### src/rtl/mc_control_unit.sv
`default_nettype none
// ---------------------------------------------------------------------------
// Module   : mc_control_unit
// Brief    : Multi-cycle control FSM: fetch/execute/wait sequencing with
//            wait-timeout trap, debug halt and retire/cycle counters.
// Revision : 1.0 - initial release
// ---------------------------------------------------------------------------
module mc_control_unit #(
  parameter int NUM_MC_UNITS   = 2,
  parameter int TIMEOUT_CYCLES = 256,
  parameter int CNT_W          = 32
) (
  input  logic                    clk,
  input  logic                    reset,
  input  logic                    isLoad,
  input  logic                    isStore,
  input  logic [NUM_MC_UNITS-1:0] mc_sel,
  input  logic [NUM_MC_UNITS-1:0] unit_busy,
  input  logic                    icache_ready,
  input  logic                    dcache_ready,
  input  logic                    halt_req,
  input  logic                    trap_ack,
  output logic                    pc_load_en,
  output logic [NUM_MC_UNITS-1:0] alu_op_valid,
  output logic                    writeBack_en,
  output logic                    icache_req,
  output logic                    dcache_ren,
  output logic                    dcache_wen,
  output logic                    timeout_trap,
  output logic                    halted,
  output logic [6:0]              state_out,
  output logic [CNT_W-1:0]        cycle_cnt,
  output logic [CNT_W-1:0]        instret_cnt
);

  typedef enum logic [6:0] {
    S_FETCH      = 7'b0000001,
    S_WAIT_INSTR = 7'b0000010,
    S_EXECUTE    = 7'b0000100,
    S_WAIT_MEM   = 7'b0001000,
    S_WAIT_ALU   = 7'b0010000,
    S_TRAP       = 7'b0100000,
    S_HALT       = 7'b1000000
  } state_t;

  localparam int WAIT_W = (TIMEOUT_CYCLES > 1) ? $clog2(TIMEOUT_CYCLES) : 1;
  localparam logic [WAIT_W-1:0] c_WAIT_LIMIT =
    WAIT_W'((TIMEOUT_CYCLES > 0) ? (TIMEOUT_CYCLES - 1) : 0);
  localparam bit c_TIMEOUT_EN = (TIMEOUT_CYCLES != 0);

  state_t            r_state;
  logic [WAIT_W-1:0] r_wait_cnt;

  logic w_mem;
  logic w_in_wait;
  logic w_done;
  logic w_timeout;

  assign w_mem     = isLoad | isStore;
  assign w_in_wait = (r_state == S_WAIT_INSTR) || (r_state == S_WAIT_MEM) ||
                     (r_state == S_WAIT_ALU);

  always_comb begin
    w_done = 1'b0;
    case (r_state)
      S_WAIT_INSTR: w_done = icache_ready;
      S_WAIT_MEM:   w_done = dcache_ready;
      S_WAIT_ALU:   w_done = |(mc_sel & ~unit_busy);
      default:      w_done = 1'b0;
    endcase
  end

  // A completion arriving in the limit cycle takes precedence over the trap.
  assign w_timeout = c_TIMEOUT_EN && w_in_wait && !w_done &&
                     (r_wait_cnt == c_WAIT_LIMIT);

  always_ff @(posedge clk or negedge reset) begin
    if (!reset) begin
      r_state      <= S_FETCH;
      r_wait_cnt   <= '0;
      writeBack_en <= 1'b0;
      cycle_cnt    <= '0;
      instret_cnt  <= '0;
    end else begin
      writeBack_en <= 1'b0;
      if (r_state != S_HALT) cycle_cnt <= cycle_cnt + CNT_W'(1);
      if (w_in_wait && !w_done) r_wait_cnt <= r_wait_cnt + WAIT_W'(1);

      case (r_state)
        S_FETCH: begin
          if (halt_req) begin
            r_state <= S_HALT;
          end else begin
            r_state    <= S_WAIT_INSTR;
            r_wait_cnt <= '0;
          end
        end
        S_WAIT_INSTR: begin
          if (icache_ready)   r_state <= S_EXECUTE;
          else if (w_timeout) r_state <= S_TRAP;
        end
        S_EXECUTE: begin
          if (w_mem) begin
            r_state    <= S_WAIT_MEM;
            r_wait_cnt <= '0;
          end else if (|mc_sel) begin
            r_state    <= S_WAIT_ALU;
            r_wait_cnt <= '0;
          end else begin
            r_state      <= S_FETCH;
            writeBack_en <= 1'b1;
            instret_cnt  <= instret_cnt + CNT_W'(1);
          end
        end
        S_WAIT_MEM: begin
          if (dcache_ready) begin
            r_state      <= S_FETCH;
            writeBack_en <= isLoad;
            instret_cnt  <= instret_cnt + CNT_W'(1);
          end else if (w_timeout) begin
            r_state <= S_TRAP;
          end
        end
        S_WAIT_ALU: begin
          if (w_done) begin
            r_state      <= S_FETCH;
            writeBack_en <= 1'b1;
            instret_cnt  <= instret_cnt + CNT_W'(1);
          end else if (w_timeout) begin
            r_state <= S_TRAP;
          end
        end
        S_TRAP: begin
          if (trap_ack) r_state <= S_FETCH;
        end
        S_HALT: begin
          if (!halt_req) r_state <= S_FETCH;
        end
        default: r_state <= S_FETCH;
      endcase
    end
  end

  // Strobes are decoded from the registered state; decode inputs qualify them.
  assign state_out    = r_state;
  assign icache_req   = (r_state == S_FETCH) && !halt_req;
  assign pc_load_en   = (r_state == S_EXECUTE);
  assign dcache_ren   = pc_load_en && isLoad;
  assign dcache_wen   = pc_load_en && isStore && !isLoad;
  assign alu_op_valid = (pc_load_en && !w_mem) ? mc_sel : '0;
  assign timeout_trap = (r_state == S_TRAP);
  assign halted       = (r_state == S_HALT);

endmodule
`default_nettype wire
### config.mk
export PLATFORM = sky130hd
export DESIGN_NAME = mc_control_unit
export DESIGN_NICKNAME = d
export VERILOG_FILES = /design/src/rtl/mc_control_unit.sv
export SDC_FILE = /design/constraint.sdc
export NUM_CORES = 1
export LEC_CHECK = 0
export CORE_MARGIN = 2
export CORE_UTILIZATION = 45
export CTS_BUF_LIST = sky130_fd_sc_hd__clkbuf_8 sky130_fd_sc_hd__clkbuf_16
export DETAILED_ROUTE_END_ITERATION = 10
export HOLD_SLACK_MARGIN = 0.12
export PLACE_DENSITY = 0.76
export SYNTH_ARGS = -nofsm -noshare
export SYNTH_HDL_FRONTEND = slang
export SYNTH_SLANG_ARGS = --single-unit
### constraint.sdc
create_clock -name clk -period 4 [get_ports clk]
set_input_delay 0.8 -clock clk [delete_from_list [all_inputs] [get_ports clk]]
set_output_delay 0.8 -clock clk [all_outputs]
set_load 0.05 [all_outputs]
==> results of run 1 <==
## kinds of logic after synthesis
kind of cell / after synthesis / share of synthesized area, %
AND/OR/NAND/NOR: 168 / 23.9
flip-flops: 80 / 48.9
XOR/XNOR: 69 / 14.7
AO/OA/AOI/OAI: 24 / 7.94
buffers and inverters: 17 / 2.32
multiplexers: 5 / 1.28
adder cells (fa/ha/maj): 3 / 0.916
## how the worst max path moves through the flow
stage	cells past startpoint	slack, ns	end
6_report	5	0.33	alu_op_valid[1]
5_1_grt	4	0.08	icache_req
4_1_cts	4	0.27	icache_req
3_5_place_dp	3	0.52	icache_req
3_3_place_gp	3	0.57	icache_req
2_1_floorplan	5	0.05	alu_op_valid[0]
## where the power goes
group	internal, uW	total (uW)	switching, uW
Combinational	286	823	537
Sequential	880	969	88.9
Clock	475	779	305
## layer usage
layer | up-vias | part of all wire, %
met4 | 0 | 0.71
met3 | 6 | 7.2
met1 | 1529 | 47
li1 | 1496 | -
met2 | 96 | 45
met5 | - | 0
## final cells by class
type                            count  share of cell area (%)
Multi-Input combinational cell    269                    37.3
Tap cell                          108                    2.52
Clock inverter                      7                    2.54
Clock buffer                        9                    2.31
Timing Repair Buffer               95                    17.5
Sequential cell                    80                    37.4
Inverter                            6                   0.420
## through the flow
step	setup slack (ns)	cell area [um^2]	total power [uW]	utilization, %	instances
2_1_floorplan	0.0532	4100	1550	-	366
3_3_place_gp	0.566	5100	1790	58.2	558
3_5_place_dp	0.519	5100	1810	58.2	558
4_1_cts	0.267	5360	2590	61.2	574
5_1_grt	0.0805	5360	2690	61.2	574
6_report	0.330	5360	2570	61.2	574
## layout by cell type (no fill, tap or decap), types with 5 or more instances in the layout
cell and n:
clkdlybuf4s50_1 90, xor2_1 12, and2_1 9, clkbuf_8 9, o21ai_0 5, nor2_1 16, buf_4 5, nor3_1 6
inv_1 8, a2111oi_4 5, and3_1 17, nand2_1 31, nor4_1 5, nand2b_1 7, xnor2_1 57, nand3_1 28
and4_1 12, dfrtp_1 79, nand4_1 18
## sequential cells by signal, indices dropped and copies added (netlist names)
| register | count |
|---|---|
| r_wait_cnt | 8 |
| state_out | 7 |
| instret_cnt | 32 |
| writeBack_en | 1 |
| cycle_cnt | 32 |
==> results.json, run 1 <==
{
  "status": "finished, final reports clean",
  "drv_slew": 0,
  "avgRoutedWirePerCell_um": 15.5,
  "hp-class": "reg -> reg",
  "yosysSeqAreaShare_pct": 48.9,
  "setup_viol": 0,
  "whs_path_depth": 1,
  "grt_pass1_vias": 3103,
  "place.port_buffers": 91,
  "dieArea_um2": 9890,
  "clock_skew_ns": 0.0122,
  "worstPathCellList": "nor2_2 -> nand2_1 -> nor3_1 -> and3_1 -> clkdlybuf4s50_1",
  "period_share_pct": 91.8,
  "clk_path_buf_depth": 2,
  "slew_headroom_pct": 33.5,
  "busiest_layer": "met2",
  "drtAntennaViolNets": 0,
  "worstSetupStartpoint": "state_out[0]$_DFFE_PN1P_",
  "ys_ff_latch": 80,
  "slowest_stage": "clkdlybuf4s50_1",
  "syn_nets": 381,
  "cts-resized-gates": 0,
  "worstReg2RegEnd": "instret_cnt[23]$_DFFE_PN0P_",
  "synth_area_um2": 4100,
  "viasPerCell": 5.45,
  "clk_pin_slew_ns": 0.08,
  "final-seq-area_um2": 2000,
  "routed_wl_um": 8910,
  "rows": 34,
  "postCtsHoldBufs": 0,
  "synth_most_common_cell": "dfrtp_1",
  "antenna_cells": 0,
  "multiInputGateArea_um2": 2000,
  "ys.warnings.count": 0,
  "yosys.area.top_type": "dfrtp_1",
  "initial_core_util_pct": 46.8,
  "area_growth_pct": 30.8,
  "synth_top_area_share_pct": 48.2,
  "cts_setup_buffers": 0,
  "cellPowerDensity_nw_per_um2": 480,
  "synthCells": 366,
  "arrival_ns": 2.87,
  "critical-path-max-stage-delay_ns": 0.79,
  "worstPathRequired_ns": 3.20,
  "period_minus_slack_ns": 3.67,
  "grt_pass1_wl_um": 15000,
  "synth_edf_count": 0,
  "met3_usage_pct": 6.11,
  "drt_iter0_markers": 83,
  "rr_startpoint": "state_out[6]$_DFFE_PN0P_",
  "grt_use_met2_pct": 28.7,
  "use_met1_pct": 26.1,
  "holdWs_ns": 0.488,
  "synthTopCellsByCount": "dfrtp_1, xnor2_1, nand2_1",
  "die_x_um": 99.4,
  "worstPathBufferInverterCount": 1,
  "crit_type": "reg -> out",
  "synth_ff_type": "dfrtp_1",
  "htree_levels": 3,
  "reg2regPathDepth": 6,
  "grtUsageTotal_pct": 18.6,
  "drv_cap": 0,
  "hold_start": "cycle_cnt[31]$_DFFE_PN0N_",
  "coreArea_um2": 8760,
  "num_vias": 3127,
  "yosys-top-cells-area": "dfrtp_1, xnor2_1, nand3_1",
  "rrSetupSlack_ns": 1.76,
  "ys_types": 49,
  "async_flop_share_pct": 100,
  "cts_tree": "done",
  "grt_start_max_net_pins": 81,
  "antenna_found_initial": 0,
  "path_delay_family": "simple AND/OR/NAND/NOR gates",
  "fill_cells": 737,
  "cts_root_buf": "clkbuf_8",
  "clock_latency_ns": 0.35,
  "drc": 0,
  "cts_inserted_buffers": 9,
  "avgSynthCellArea_um2": 11.2,
  "min_to": "cycle_cnt[31]$_DFFE_PN0N_",
  "dp_hpwl_um": 6320,
  "hold_violations": 0,
  "gr-total-overflow": 0,
  "rsz0062_at_grt": "false",
  "start_kind": "register",
  "worst-slew-pin-transition_ns": 0.997,
  "clock_sinks": 80,
  "nets": 476,
  "die_h_um": 99.4,
  "dr.pass1.iters": 4,
  "critPathCaptureType": "primary output",
  "setup-tns-final_ns": 0,
  "layout-drive-gt1-share_pct": 8.80,
  "ir_drop_uv": 497,
  "crit_fanout": 10,
  "leakagePower_uw": 0.00224,
  "gp_congestion": 0.816,
  "fmax_mhz": 272,
  "io_pins": 92
}
No activity file was read; power rests on OpenSTA's default activity.
==> run 2, diff against run 1 <==
--- a/config.mk
+++ b/config.mk
@@ -5,12 +5,11 @@
 export SDC_FILE = /design/constraint.sdc
 export NUM_CORES = 1
 export LEC_CHECK = 0
-export CORE_MARGIN = 2
-export CORE_UTILIZATION = 45
+export CORE_UTILIZATION = 25
 export CTS_BUF_LIST = sky130_fd_sc_hd__clkbuf_8 sky130_fd_sc_hd__clkbuf_16
 export DETAILED_ROUTE_END_ITERATION = 10
 export HOLD_SLACK_MARGIN = 0.12
-export PLACE_DENSITY = 0.76
+export PLACE_DENSITY = 0.48
 export SYNTH_ARGS = -nofsm -noshare
 export SYNTH_HDL_FRONTEND = slang
 export SYNTH_SLANG_ARGS = --single-unit
==> run 2 against run 1 <==
Compared with the run above: flip-flop and latch count unchanged; hold slack lost 0.0045 ns; register-to-register slack worse by 0.07 ns; first-iteration DRC count grew 89%; highest routed layer unchanged; count of clock-buffer cells in the layout increased by 1; via count decreased by 1.0%; setup slack improved by 0.014 ns; core utilization decreased by 26 points; clock power is 7.7% higher; power grew 2.8%; combinational power down 0.9%.
==> results.json, run 2 (synthesis gave the netlist of run 1 again) <==
{
  "gr-total-overflow": 0,
  "setup-tns-final_ns": 0,
  "final-seq-area_um2": 2000,
  "worst-slew-pin-transition_ns": 1.05,
  "nets": 476,
  "reg_top3": "cycle_cnt x32, instret_cnt x32, r_wait_cnt x8",
  "cts_setup_buffers": 0,
  "io_pins": 92,
  "rows": 46,
  "dieArea_um2": 16900,
  "viasPerCell": 4.54,
  "gp_congestion": 0.761,
  "cts_tree": "done",
  "status": "finished, final reports clean",
  "setup_viol": 0,
  "holdWs_ns": 0.484,
  "slew_headroom_pct": 29.8,
  "drt_iter0_markers": 157,
  "place_ws_ns": 0.532,
  "clock_skew_ns": 0.00450,
  "htree_levels": 3,
  "drv_cap": 0,
  "utilization_pct": 34.7,
  "cts_inserted_buffers": 9,
  "fmax_mhz": 274,
  "dp_hpwl_um": 7050,
  "multiInputGateArea_um2": 2000,
  "die_x_um": 130,
  "avgRoutedWirePerCell_um": 14.7,
  "clock_latency_ns": 0.34,
  "cts_root_buf": "clkbuf_16",
  "crit_fanout": 12,
  "grt_pass1_wl_um": 16400,
  "grt_pass1_vias": 3140,
  "antenna_found_initial": 0,
  "crit_type": "reg -> out",
  "grtUsageTotal_pct": 12.7,
  "coreArea_um2": 15900,
  "drv_slew": 0,
  "worstPathRequired_ns": 3.20,
  "place.port_buffers": 91,
  "final_common_cell": "clkdlybuf4s50_1",
  "critPathCaptureType": "primary output",
  "layout-drive-gt1-share_pct": 9.23,
  "fill_cells": 1629,
  "rsz0062_at_grt": "false",
  "clk_pin_slew_ns": 0.06,
  "period_share_pct": 91.4,
  "num_vias": 3095,
  "area_growth_pct": 35.0,
  "period_minus_slack_ns": 3.66,
  "clk_path_buf_depth": 2,
  "drc": 0,
  "leakagePower_uw": 0.00225,
  "routed_wl_um": 10000,
  "hold_violations": 0,
  "drtAntennaViolNets": 0,
  "cellPowerDensity_nw_per_um2": 478,
  "start_kind": "register",
  "ir_drop_uv": 240,
  "antenna_cells": 0,
  "clock_sinks": 80,
  "dr.pass1.iters": 4,
  "arrival_ns": 2.86,
  "hp-class": "reg -> reg",
  "die_h_um": 130,
  "initial_core_util_pct": 25.7,
  "postCtsHoldBufs": 0,
  "mostFrequentLayoutCells": "clkdlybuf4s50_1, dfrtp_1, xnor2_1, nand2_1, nand3_1",
  "grt_start_max_net_pins": 81,
  "cts-resized-gates": 0,
  "fin_ws_ns": 0.344
}
## run 2: area by class of cell
| type | instances | area share (%) |
|---|---|---|
| clock inverters | 6 | 1.09 |
| inverters | 6 | 0.407 |
| flip-flops and latches | 80 | 36.2 |
| clock buffers | 10 | 4.32 |
| well taps | 216 | 4.89 |
| multi-input cells | 269 | 36.2 |
| repair buffers | 95 | 16.9 |
## run 2: final timing paths
| kind | slack, ns | cells after the start | endpoint | startpoint |
|---|---|---|---|---|
| max | 0.34 | 5 | alu_op_valid[0] | state_out[1]$_DFFE_PN0P_ |
| min | 0.48 | 1 | instret_cnt[27]$_DFFE_PN0P_ | instret_cnt[27]$_DFFE_PN0P_ |
| max reg2reg | 1.69 | 6 | instret_cnt[23]$_DFFE_PN0P_ | state_out[6]$_DFFE_PN0P_ |
| min reg2reg | 0.48 | 1 | instret_cnt[27]$_DFFE_PN0P_ | instret_cnt[27]$_DFFE_PN0P_ |
| max in group asynchronous | 2.69 | 1 | cycle_cnt[26]$_DFFE_PN0N_ | reset |
| min in group asynchronous | 0.64 | 1 | state_out[6]$_DFFE_PN0P_ | reset |
## run 2: metal layers
layer	track usage, %	routed length (um)	vias up
met1	16.3	4690	1533
li1	-	-	1490
met5	0	0	-
met4	5.27	173	0
met3	3.61	492	14
met2	19.8	4650	58
## run 2: power by group
part           switching [uW]  internal [uW]  total, uW
registers                 108            881        989
clock network             342            497        839
logic                     529            287        816
## run 2: critical path, stage by stage, from the launching register on
cell,delay (ns)
dfrtp_1,0.53
nor2_2,0.34
nand2_1,0.13
nor3_1,0.47
and3_1,0.24
clkdlybuf4s50_1,0.79
## run 2: through the flow
stage | power (uW) | cell area (um^2) | cells
6_report | 2640 | 5530 | 682
3_5_place_dp | 1830 | 5230 | 666
3_3_place_gp | 1820 | 5230 | 666
4_1_cts | 2690 | 5530 | 682
5_1_grt | 2790 | 5530 | 682
2_1_floorplan | 1550 | 4100 | 366
==> run 3, diff against run 2 <==
--- a/config.mk
+++ b/config.mk
@@ -9,7 +9,7 @@
 export CTS_BUF_LIST = sky130_fd_sc_hd__clkbuf_8 sky130_fd_sc_hd__clkbuf_16
 export DETAILED_ROUTE_END_ITERATION = 10
 export HOLD_SLACK_MARGIN = 0.12
-export PLACE_DENSITY = 0.48
+export PLACE_DENSITY_LB_ADDON = 0.1
 export SYNTH_ARGS = -nofsm -noshare
 export SYNTH_HDL_FRONTEND = slang
 export SYNTH_SLANG_ARGS = --single-unit
==> run 3 against run 2 <==
Compared with the run above: critical path depth decreased by 1; clock skew fell by 0.00067 ns; core utilization shrank 0.11 points; sequential share of layout area increased by 0.12 points; routed wire length rose by 1.7%; fmax grew 2.2%; count of clock-buffer cells in the layout up 1; power down 2.4%.
==> results.json, run 3 (synthesis gave the netlist of run 1 again) <==
{
  "status": "finished, final reports clean",
  "drc": 0,
  "num_vias": 3090,
  "worstPathRequired_ns": 3.20,
  "drt_iter0_markers": 187,
  "power.switching_uw": 966,
  "dp_hpwl_um": 7310,
  "ir_drop_uv": 253,
  "viasPerCell": 4.54,
  "final_common_cell": "clkdlybuf4s50_1",
  "arrival_ns": 2.78,
  "avgRoutedWirePerCell_um": 14.9,
  "cts_inserted_buffers": 9,
  "cts_root_buf": "clkbuf_16",
  "cts_tree": "done",
  "grt_pass1_wl_um": 16700,
  "worst-slew-pin-transition_ns": 0.950,
  "io_pins": 92,
  "layout-drive-gt1-share_pct": 9.03,
  "slew_headroom_pct": 36.7,
  "clock_sinks": 80,
  "rows": 46,
  "cellPowerDensity_nw_per_um2": 468,
  "place.port_buffers": 91,
  "internal_power_uw": 1610,
  "postCtsHoldBufs": 0,
  "hold_violations": 0,
  "drv_cap": 0,
  "place_ws_ns": 0.622,
  "clock_latency_ns": 0.34,
  "grtUsageTotal_pct": 13.0,
  "hp-class": "reg -> reg",
  "clock_skew_ns": 0.00384,
  "clk_path_buf_depth": 2,
  "start_kind": "register",
  "area_growth_pct": 34.5,
  "critPathCaptureType": "primary output",
  "antenna_cells": 0,
  "die_x_um": 130,
  "setup_viol": 0,
  "period_share_pct": 89.4,
  "clk_pin_slew_ns": 0.06,
  "antenna_found_initial": 0,
  "dr.pass1.iters": 6,
  "p_sw_share_pct": 37.4,
  "reg_top3": "cycle_cnt x32, instret_cnt x32, r_wait_cnt x8",
  "setup-tns-final_ns": 0,
  "fmax_mhz": 280,
  "die_h_um": 130,
  "drv_slew": 0,
  "initial_core_util_pct": 25.7,
  "holdWs_ns": 0.475,
  "routed_wl_um": 10200,
  "fin_ws_ns": 0.423,
  "period_minus_slack_ns": 3.58,
  "place_inst": 667,
  "leakagePower_uw": 0.00224,
  "grt_pass1_vias": 3182,
  "gp_congestion": 0.728,
  "mostFrequentLayoutCells": "clkdlybuf4s50_1, dfrtp_1, xnor2_1, nand2_1, nand3_1",
  "nets": 477,
  "gr-total-overflow": 0,
  "rsz0062_at_grt": "false",
  "cts_setup_buffers": 0,
  "clock_power_share_pct": 29.8,
  "drtAntennaViolNets": 0,
  "htree_levels": 3,
  "power_frac_comb_pct": 31.6,
  "coreArea_um2": 15900,
  "stdcell_count": 681,
  "dieArea_um2": 16900,
  "grt_start_max_net_pins": 72,
  "cts-resized-gates": 0,
  "sequentialPowerShare_pct": 38.6,
  "crit_type": "reg -> out",
  "crit_fanout": 11
}
run 3: changes by cell type in the layout (fill, tap and decap cells not counted):
cell / previous run / this run
bufinv_16: 1 / 0
inv_1: 7 / 6
clkinvlp_4: 1 / 0
clkbuf_8: 1 / 2
clkdlybuf4s50_1: 89 / 90
run 3: layout make-up:
cell class | instances | area (um^2)
Clock buffer | 11 | 253
Clock inverter | 3 | 18.8
Fill cell | 1650 | 10400
Inverter | 6 | 22.5
Multi-Input combinational cell | 269 | 2000
Sequential cell | 80 | 2000
Tap cell | 216 | 270
Timing Repair Buffer | 96 | 946
run 3: critical path: stages (launching register included):
cell and delay [ns]:
dfrtp_1 0.51, nor3_2 0.45, nand2b_1 0.14, nor4b_1 0.45, clkdlybuf4s50_1 0.90
run 3: through the flow:
stage                     area, um^2  power, uW  utilization (%)
after CTS                       5510       2630             34.6
after global placement          5240       1830             32.9
after global routing            5510       2730             34.6
after floorplan                 4100       1550                -
after detailed placement        5240       1840             32.9
final                           5510       2580             34.6
run 3: power groups by stage:
stage,sequential (uW),clock (uW),combinational [uW]
4_1_cts,999,810,825
3_3_place_gp,1010,0,823
3_5_place_dp,1010,0,823
2_1_floorplan,1160,0,386
5_1_grt,1010,839,876
6_report,997,769,815
run 3: worst paths after layout:
kind                                        startpoint                           to  slack [ns]  cells after the start
max                           state_out[2]$_DFFE_PN0P_                   icache_req        0.42                      4
min                        instret_cnt[31]$_DFFE_PN0P_  instret_cnt[31]$_DFFE_PN0P_        0.47                      1
max reg2reg                   state_out[6]$_DFFE_PN0P_  instret_cnt[23]$_DFFE_PN0P_        1.55                      5
min reg2reg                instret_cnt[31]$_DFFE_PN0P_  instret_cnt[31]$_DFFE_PN0P_        0.47                      1
max in group asynchronous                        reset     state_out[0]$_DFFE_PN1P_        2.60                      2
min in group asynchronous                        reset     state_out[6]$_DFFE_PN0P_        0.61                      1
run 3: routing by layer:
layer,vias up,global-route usage [%],part of all wire [%]
li1,1493,-,-
met1,1502,17.4,49
met2,81,19.4,43
met3,14,3.57,5.6
met4,0,6.36,2.0
met5,-,0,0
